[src/rtl/morph_stream.sv]
// morph_stream: streaming 3x3 binary morphology (pass / erode / dilate / border).
// Two single-bit line buffers feed a sliding window; the result for pixel p is
// registered on the beat that delivers pixel p+IMG_W+1 (real or flushed).
// Optional build macro: MORPH_STATS_EN adds a per-frame count of output ones.
module morph_stream #(
    parameter int IMG_W = 160,
    parameter int IMG_H = 120,
    parameter int CW    = $clog2(IMG_W),
    parameter int RW    = $clog2(IMG_H)
) (
    input  logic          clock,
    input  logic          reset,
    input  logic [1:0]    mode,
    input  logic          in_valid,
    output logic          in_ready,
    input  logic          in_pixel,
    input  logic          in_sof,
    output logic          out_valid,
    input  logic          out_ready,
    output logic          out_pixel,
    output logic          out_sof,
    output logic          out_eof,
    output logic          busy,
    output logic          sync_err,
    output logic [RW+CW:0] ones_count
);

    localparam logic [CW-1:0] COL_LAST    = CW'(IMG_W - 1);
    localparam logic [RW-1:0] ROW_LAST    = RW'(IMG_H - 1);
    localparam logic [RW:0]   IN_ROW_LAST = (RW+1)'(IMG_H - 1);
    localparam logic [RW:0]   IN_ROW_ONE  = (RW+1)'(1);

    typedef enum logic [1:0] {IDLE, RUN, FLUSH} state_t;

    state_t        state_reg, state_next;
    logic [1:0]    mode_reg;
    logic [CW-1:0] in_col_reg;     // column of the next input beat
    logic [RW:0]   in_row_reg;     // row of the next input beat (runs into the flush rows)
    logic          primed_reg;     // window holds enough rows to produce output
    logic [CW-1:0] pc_reg;         // column of the next output pixel
    logic [RW-1:0] pr_reg;         // row of the next output pixel
    logic [2:0]    wl_reg, wc_reg; // left and centre window columns, bit2 = top row
    logic          out_valid_reg, out_pixel_reg, out_sof_reg, out_eof_reg;
    logic          sync_err_reg;

    logic lb_a [0:IMG_W-1];        // previous row
    logic lb_b [0:IMG_W-1];        // row before that

    logic          adv, in_ready_c, virt_beat, accept;
    logic          sof_start, run_beat, idle_drop, abandon, beat, emit;
    logic          in_last, out_last;
    logic [CW-1:0] beat_col;
    logic          beat_pix;
    logic [2:0]    new_col;
    logic [2:0]    row_ok;
    logic          left_ok, right_ok;
    logic [8:0]    taps, tap_ok;
    logic          ero, dil, centre, result;

    assign adv      = !out_valid_reg || out_ready;
    assign in_last  = (in_row_reg == IN_ROW_LAST) && (in_col_reg == COL_LAST);
    assign out_last = (pr_reg == ROW_LAST) && (pc_reg == COL_LAST);

    // Next-state and handshake decode
    always_comb begin
        state_next = state_reg;
        in_ready_c = 1'b0;
        virt_beat  = 1'b0;
        case (state_reg)
            IDLE: begin
                in_ready_c = 1'b1;
                if (in_valid && in_sof)
                    state_next = RUN;
            end
            RUN: begin
                in_ready_c = adv;
                if (in_valid && adv && !in_sof && in_last)
                    state_next = FLUSH;
            end
            FLUSH: begin
                virt_beat = adv;
                if (adv && out_last)
                    state_next = IDLE;
            end
            default: state_next = IDLE;
        endcase
    end

    assign in_ready  = in_ready_c;
    assign accept    = in_valid && in_ready_c;
    assign sof_start = accept && in_sof;
    assign idle_drop = accept && !in_sof && (state_reg == IDLE);
    assign abandon   = accept && in_sof && (state_reg == RUN);
    assign run_beat  = accept && !in_sof && (state_reg == RUN);
    assign beat      = sof_start || run_beat || virt_beat;
    assign emit      = (run_beat || virt_beat) && primed_reg;

    // Incoming window column: two rows from the line buffers plus the new pixel
    assign beat_col = sof_start ? '0 : in_col_reg;
    assign beat_pix = virt_beat ? 1'b0 : in_pixel;
    assign new_col  = {lb_b[beat_col], lb_a[beat_col], beat_pix};

    // Edge masks: taps outside the image are excluded so no row-wrap mixing occurs
    assign row_ok   = {pr_reg != '0, 1'b1, pr_reg != ROW_LAST};
    assign left_ok  = (pc_reg != '0);
    assign right_ok = (pc_reg != COL_LAST);

    generate
        for (genvar gi = 0; gi < 3; gi++) begin : g_taps
            assign taps[gi]       = wl_reg[gi];
            assign taps[3 + gi]   = wc_reg[gi];
            assign taps[6 + gi]   = new_col[gi];
            assign tap_ok[gi]     = row_ok[gi] && left_ok;
            assign tap_ok[3 + gi] = row_ok[gi];
            assign tap_ok[6 + gi] = row_ok[gi] && right_ok;
        end
    endgenerate

    assign ero    = &(taps | ~tap_ok);
    assign dil    = |(taps & tap_ok);
    assign centre = wc_reg[1];

    // Operator select on the frame's latched mode
    always_comb begin
        case (mode_reg)
            2'b00:   result = centre;
            2'b01:   result = ero;
            2'b10:   result = dil;
            default: result = centre && !ero;
        endcase
    end

    // State register
    always_ff @(posedge clock or posedge reset) begin
        if (reset) state_reg <= IDLE;
        else       state_reg <= state_next;
    end

    // Line buffers: contents need no reset, masks hide stale data
    always_ff @(posedge clock) begin
        if (beat) begin
            lb_b[beat_col] <= lb_a[beat_col];
            lb_a[beat_col] <= beat_pix;
        end
    end

    // Position counters, window shift and mode latch
    always_ff @(posedge clock or posedge reset) begin
        if (reset) begin
            mode_reg   <= 2'b00;
            in_col_reg <= '0;
            in_row_reg <= '0;
            primed_reg <= 1'b0;
            pc_reg     <= '0;
            pr_reg     <= '0;
            wl_reg     <= '0;
            wc_reg     <= '0;
        end else if (beat) begin
            wl_reg <= wc_reg;
            wc_reg <= new_col;
            if (sof_start) begin
                mode_reg   <= mode;
                in_col_reg <= CW'(1);
                in_row_reg <= '0;
                primed_reg <= 1'b0;
                pc_reg     <= '0;
                pr_reg     <= '0;
            end else begin
                if (in_col_reg == COL_LAST) begin
                    in_col_reg <= '0;
                    in_row_reg <= in_row_reg + 1'b1;
                end else begin
                    in_col_reg <= in_col_reg + 1'b1;
                end
                if (in_row_reg == IN_ROW_ONE && in_col_reg == '0)
                    primed_reg <= 1'b1;
                if (primed_reg) begin
                    if (pc_reg == COL_LAST) begin
                        pc_reg <= '0;
                        pr_reg <= (pr_reg == ROW_LAST) ? '0 : pr_reg + 1'b1;
                    end else begin
                        pc_reg <= pc_reg + 1'b1;
                    end
                end
            end
        end
    end

    // Output register: load on emission, drop on abandon, hold while stalled
    always_ff @(posedge clock or posedge reset) begin
        if (reset) begin
            out_valid_reg <= 1'b0;
            out_pixel_reg <= 1'b0;
            out_sof_reg   <= 1'b0;
            out_eof_reg   <= 1'b0;
            sync_err_reg  <= 1'b0;
        end else begin
            sync_err_reg <= idle_drop || abandon;
            if (emit) begin
                out_valid_reg <= 1'b1;
                out_pixel_reg <= result;
                out_sof_reg   <= (pc_reg == '0) && (pr_reg == '0);
                out_eof_reg   <= out_last;
            end else if (abandon) begin
                out_valid_reg <= 1'b0;
                out_sof_reg   <= 1'b0;
                out_eof_reg   <= 1'b0;
            end else if (out_ready) begin
                out_valid_reg <= 1'b0;
            end
        end
    end

    assign out_valid = out_valid_reg;
    assign out_pixel = out_pixel_reg;
    assign out_sof   = out_sof_reg;
    assign out_eof   = out_eof_reg;
    assign busy      = (state_reg != IDLE);
    assign sync_err  = sync_err_reg;

`ifdef MORPH_STATS_EN
    logic [RW+CW:0] ones_acc_reg, ones_count_reg, ones_base, ones_sum;
    logic           out_done;

    assign out_done = out_valid_reg && out_ready;

    // Running total restarts at the frame's first output pixel
    always_comb begin
        ones_base = out_sof_reg ? '0 : ones_acc_reg;
        ones_sum  = ones_base + (RW+CW+1)'(out_pixel_reg);
    end

    // Accumulate completed output ones; publish the total after the last pixel
    always_ff @(posedge clock or posedge reset) begin
        if (reset) begin
            ones_acc_reg   <= '0;
            ones_count_reg <= '0;
        end else if (out_done) begin
            ones_acc_reg <= ones_sum;
            if (out_eof_reg)
                ones_count_reg <= ones_sum;
        end
    end

    assign ones_count = ones_count_reg;
`else
    assign ones_count = '0;
`endif

endmodule

[config.mk]
export PLATFORM = sky130hd
export DESIGN_NAME = morph_stream
export DESIGN_NICKNAME = d
export VERILOG_FILES = /design/src/rtl/morph_stream.sv
export SDC_FILE = /design/constraint.sdc
export NUM_CORES = 1
export LEC_CHECK = 0
export BUFFER_PORTS_ARGS = -buffer_cell sky130_fd_sc_hd__clkbuf_2
export CAP_MARGIN = 25
export CORE_MARGIN = 3
export CORE_UTILIZATION = 30
export DETAILED_ROUTE_END_ITERATION = 10
export GPL_TIMING_DRIVEN = 0
export HOLD_SLACK_MARGIN = 0.03
export REMOVE_ABC_BUFFERS = 1
export SLEW_MARGIN = 10
export SYNTH_ARGS = -nofsm -noshare
export SYNTH_HDL_FRONTEND = slang
export SYNTH_SLANG_ARGS = --single-unit
[constraint.sdc]
create_clock -name clock -period 10.09 [get_ports clock]
set_input_delay 2.018 -clock clock [delete_from_list [all_inputs] [get_ports clock]]
set_output_delay 2.018 -clock clock [all_outputs]
set_load 0.05 [all_outputs]
Word-level counts from Yosys, hierarchy flattened. Memory sizes are Yosys's and may differ from the RTL's. Index checks and enable logic that the tools add are counted.

Flip-flop bits (word level): 47. Output and inout bits: 23. Word-level logic and storage cells: 118. Memories: 2. RAM bits: 320.

Memory list: lb_a (depth 160, bits a word 1, read ports 1, clocked after memory_dff 0, write ports 1, line 46) `logic lb_a [0:IMG_W-1];`; lb_b (depth 160, bits a word 1, read ports 1, clocked after memory_dff 0, write ports 1, line 47) `logic lb_b [0:IMG_W-1];`.

Add/subtract/negate cells: 4. Reduce and logical (&&, ||, !) cells: 51. Equal/unequal tests: 14. Bitwise gates (word level): 3. Muxes and demuxes: 30.

Operators by type and width (count): $mux 8 (8); $mux 7 (4); $add 8x1->8 const B (3); $logic_and 1x1->1 (21); $eq 8x8->1 const B (2); $logic_not 8->1 (2); $mux 1 (12); $reduce_bool 2->1 (6); $and 9x9->9 (1); $not 9->9 (1); $or 9x9->9 (1); $reduce_and 9->1 (1); $reduce_or 9->1 (1); $eq 8x1->1 const B (1); $eq 8x7->1 const B (1); $ne 8x8->1 const B (1); $reduce_and 2->1 (4); $reduce_bool 8->1 (1); $add 7x1->7 const B (1); $eq 7x7->1 const B (1); $logic_not 7->1 (1); $ne 7x7->1 const B (1); $reduce_bool 7->1 (1); $mux 2 (3); 11 further kinds (23).

Longest topological paths before layout. An unclocked memory read counts as a cell.

Depth in word-level cells: 12. Gate-level depth with buffers: 14. Mapped depth without buffers: 10.

Least setup slack after synthesis. Ideal clock, no wire load.

Kind: input-to-reg. Start point: input port out_ready. End point: register out_pixel_reg (netlist: out_pixel). Stages on the path: 8. Setup slack: 4760 ps. Arrival: 5244 ps. Library setup time: 87 ps. Buffers on the path: 0. Cell sequence: nor2b_1 > o21ai_0 > inv_1 > o221ai_1 > a221o_1 > nor3b_1 > mux2i_1 > o211ai_1.

Elaborated cells on any way between the ends: 20. Those cells by class: mux (5); bitwise (2); reduce/logical (11); memory (2).

RTL lines: from (decl) (line 19) `input logic out_ready,`; $logic_or 1x1->1 (*) (line 60) `assign adv = !out_valid_reg || out_ready;`; $mux 1 (*) (line 69) `case (state_reg)`; $mux 1 (*) (line 100) `assign beat_pix = virt_beat ? 1'b0 : in_pixel;`; via beat_pix (line 53) `logic beat_pix;`; $or 9x9->9 (line 119) `assign ero = &(taps | ~tap_ok);`; $reduce_and 9->1 (line 119); $logic_not 1->1 (line 129) `default: result = centre && !ero;`; $logic_and 1x1->1 (line 129); $pmux 1 s3 (*) (line 125) `case (mode_reg)`; to (signal assigned) (line 201) `out_pixel_reg <= result;`; to (decl) (line 43) `logic out_valid_reg, out_pixel_reg, out_sof_reg, out_eof_reg;`.

Mark *: on every way through the listed nets, which the timed path passes. The rest lies on a longest branch. A chain may end at the register's enable or synchronous reset.

Worst setup path in the final report.
Start point: input port in_sof. End point: register out_pixel_reg (netlist: out_pixel).

Longest elaborated chain between the ends: 8. Elaborated cells on any way between the ends: 16. Those cells by class: mux (2); bitwise (2); reduce/logical (10); memory (2).

RTL lines: from (decl) (line 17) `input logic in_sof,`; $logic_and 1x1->1 (*) (line 91) `assign sof_start = accept && in_sof;`; $mux 8 (*) (line 99) `assign beat_col = sof_start ? '0 : in_col_reg;`; $mem_v2 160x1 (*); via new_col[1] (line 54) `logic [2:0] new_col;`; $or 9x9->9 (line 119); $reduce_and 9->1 (line 119); $logic_not 1->1 (line 129); $logic_and 1x1->1 (line 129); $pmux 1 s3 (*) (line 125).

Marks and branches as above.

==> qor.txt <==
Netlist Area Pre-Place -> 16300 um2
share of layout cells above drive strength 1 -> 13.6%
vias post-DR -> 10.4k
maximum fanout along the worst path -> 54
post-synthesis sequential area ratio -> 66.3%
via/cell ratio -> 5.44
overall power -> 3.56 mW
minimum clock period -> 6.22 ns
CTS Buffer Depth -> 3
R2R Setup Slk -> 4.95 ns
cell count after synthesis -> 1202
Power Density -> 194 nW/um2
R2R Path End -> out_pixel
Post-DRT Antenna Nets -> 0
registers with the most flip-flops -> lb_a x160, lb_b x160
r2r worst-path depth -> 13
DRC viols -> 0
outcome -> finished clean
number of core rows -> 84
Root Buffer -> clkbuf_16
crit-path cells -> clkbuf_2 -> nand3b_1 -> nor2_4 -> buf_16 -> nor2_1 -> a221oi_1 -> nand3_1 -> nand4_1 -> nand4_4 -> buf_12 -> buf_12 -> a21oi_2 -> mux2i_1 -> o211ai_1
worst-margin pin slew -> 1.04 ns
largest net degree at the start of global routing -> 84
hold path start -> wl_reg[1]
Final Slew Violations -> 0
fin crit share -> 61.6%
total grt overflow -> 0
slowest stage cell, crit path -> nor2_4
final wirelength -> 43400 um
hold_buf cts -> 0
async set-or-reset flop fraction in the synthesized netlist -> 12.8%
Syn Area/Cell -> 13.5 um2
# Max-Cap Violations -> 0
Crit. End Element -> register
Post-synth EDFFs -> 320
Setup Skew -> 0.0152 ns
Yosys reg bits -> 367
Worst Hold Path Cells -> 2
CP max stage delay -> 0.98 ns
area grow syn2layout -> 13.0%
Synth top area share -> 59.1%
1st-iter DRT viols -> 1334
reg2reg start -> state_reg[1]
IO Pins -> 31
initial antenna violation count -> 0
Num CTS Buffers -> 38
setup bufs post-CTS -> 0
vias in the first global route -> 10.3k
post-layout util -> 34.6%
post_cts resized -> 0
crit path DAT -> 6.61 ns
Pleak -> 5.92 nW
area leader, netlist -> edfxtp_1
Placeable Area -> 53100 um2
Hold EP -> wl_reg[1]
Reg clk slew, reported paths -> 0.06 ns
full die area -> 57100 um2
DP HPWL -> 26800 um
CP Launch Type -> input port
Wirelength per Cell -> 22.6 um
Total GRT Usage -> 15.1%
Max H-tree Level -> 2
max_slew headroom -> 30.2%
# nets final -> 1225
crit path kind -> input port to register
Final Hold Fails -> 0
gpl congestion -> 0.844
die extent in x -> 239 um
Initial Util -> 30.7%
n_diodes -> 0
Max Clock Freq -> 161 MHz
Setup-failing EPs final -> 0
first-pass GRT wire length -> 65600 um
unrepaired setup endpoints after global routing -> no
critical path's most frequent cell -> buf_12
First-pass DRT Iterations -> 6
library cells used by synthesis -> 80
Synth Flop Type -> edfxtp_1
synthesis warning total -> 0
largest cells by area after synthesis -> edfxtp_1 (59%), dfrtp_1 (7.2%), mux4_2 (5.1%), nor2_1 (4.6%), nand2_1 (1.5%)
Clk Latency, worst-skew pair -> 0.54 ns
# port buffers -> 14
worst IR drop on VDD -> 0.110 mV
TritonCTS clock tree -> done
HP Class -> register to register
Die H -> 239 um
CTS Sinks -> 367
Worst Path Required -> 10.48 ns
[power by group]
group | internal, mW | total [mW] | leakage (nW) | switching, mW
Sequential | 1.73 | 1.77 | 3.51 | 0.0382
Clock | 0.745 | 1.32 | 0.574 | 0.574
Combinational | 0.164 | 0.470 | 1.84 | 0.307
[layout make-up]
class,count,area [um2]
clock buffers,45,1020
clock inverters,19,134
fillers,5041,34700
inverters,18,72.6
multi-input cells,746,4990
flip-flops and latches,367,10800
well taps,688,861
repair buffers,38,509
[cells in the mapped netlist, types with 6 or more instances]
| library cell | n |
|---|---|
| a211oi_1 | 7 |
| a21oi_1 | 41 |
| a221oi_1 | 8 |
| a22oi_1 | 7 |
| a31oi_1 | 8 |
| and3_1 | 6 |
| buf_1 | 10 |
| buf_2 | 21 |
| buf_4 | 23 |
| buf_6 | 9 |
| clkbuf_1 | 23 |
| dfrtp_1 | 47 |
| edfxtp_1 | 320 |
| ha_1 | 8 |
| inv_1 | 16 |
| mux2_1 | 10 |
| mux2_2 | 13 |
| mux2i_1 | 22 |
| mux4_2 | 37 |
| nand2_1 | 63 |
| nand2b_1 | 6 |
| nand3_1 | 41 |
| nand4_1 | 18 |
| nor2_1 | 201 |
| nor2b_1 | 7 |
| nor3_1 | 41 |
| nor4_1 | 8 |
| o211ai_1 | 9 |
| o21ai_0 | 29 |
| o21ai_1 | 7 |
| o221ai_1 | 9 |
| o22ai_1 | 11 |
| or3_1 | 6 |
| xnor2_1 | 9 |
| xor2_1 | 10 |
[worst max-delay path: cells and delay by family]
kind                   cells  cell delay (ns)
AO/OA/AOI/OAI              3             0.60
AND/OR/NAND/NOR            6             2.73
multiplexers               1             0.21
buffers and inverters      4             0.98
[cell usage in the layout, fill, tap and decap left out, types with 9 or more instances in the layout]
| master | instances |
|---|---|
| edfxtp_1 | 320 |
| nor2_1 | 201 |
| nand2_1 | 63 |
| dfrtp_1 | 44 |
| nand3_1 | 41 |
| nor3_1 | 41 |
| a21oi_1 | 40 |
| clkbuf_16 | 39 |
| mux4_2 | 37 |
| o21ai_0 | 29 |
| mux2i_1 | 22 |
| nand4_1 | 18 |
| conb_1 | 16 |
| inv_1 | 14 |
| clkbuf_2 | 14 |
| mux2_2 | 13 |
| o22ai_1 | 11 |
| xor2_1 | 10 |
| mux2_1 | 10 |
| xnor2_1 | 9 |
| o211ai_1 | 9 |
| o221ai_1 | 9 |
| clkinv_2 | 9 |
[layer usage]
metal  GRT usage, %  share of wire, %  wire length (um)  vias up
met5              0                 0                 0        -
met4           5.13               3.0              1300        0
met3           3.16               8.6              3720       89
met2           23.2                46             19800      485
met1           21.2                43             18600     5280
li1               -                 -                 -     4587
[cell families after synthesis]
logic type      share of synthesized area (%)
mux                                      8.23
other cells                            0.0230
simple gates                             12.3
compound gates                           8.00
buf+inv                                  3.51
flops                                    66.3
fa+ha+maj                               0.615
xor+xnor                                 1.02
[worst max path at each step]
stage | startpoint | end | slack (ns) | depth (start not counted)
final | in_sof | out_pixel | 3.87 | 14
after CTS | in_sof | out_pixel | 3.89 | 14
after global routing | in_sof | out_pixel | 3.63 | 14
after floorplan | in_col_reg[1] | out_pixel | 3.91 | 10
after global placement | in_col_reg[1] | out_pixel | -0.20 | 9
after detailed placement | in_sof | out_pixel | 3.36 | 14
[through the flow]
| stage | instances | setup TNS [ns] | hold WS [ns] | setup WS, ns | instance area (um2) |
|---|---|---|---|---|---|
| after floorplan | 1131 | 0 | 0.456 | 3.91 | 15800 |
| after global placement | 1833 | -4.45 | 0.491 | -0.201 | 16800 |
| after detailed placement | 1854 | 0 | 0.487 | 3.36 | 17200 |
| after CTS | 1918 | 0 | 0.500 | 3.89 | 18300 |
| after global routing | 1921 | 0 | 0.524 | 3.63 | 18400 |
| final | 1921 | 0 | 0.500 | 3.87 | 18400 |
Note: power is estimated with default switching activity, not from simulation.
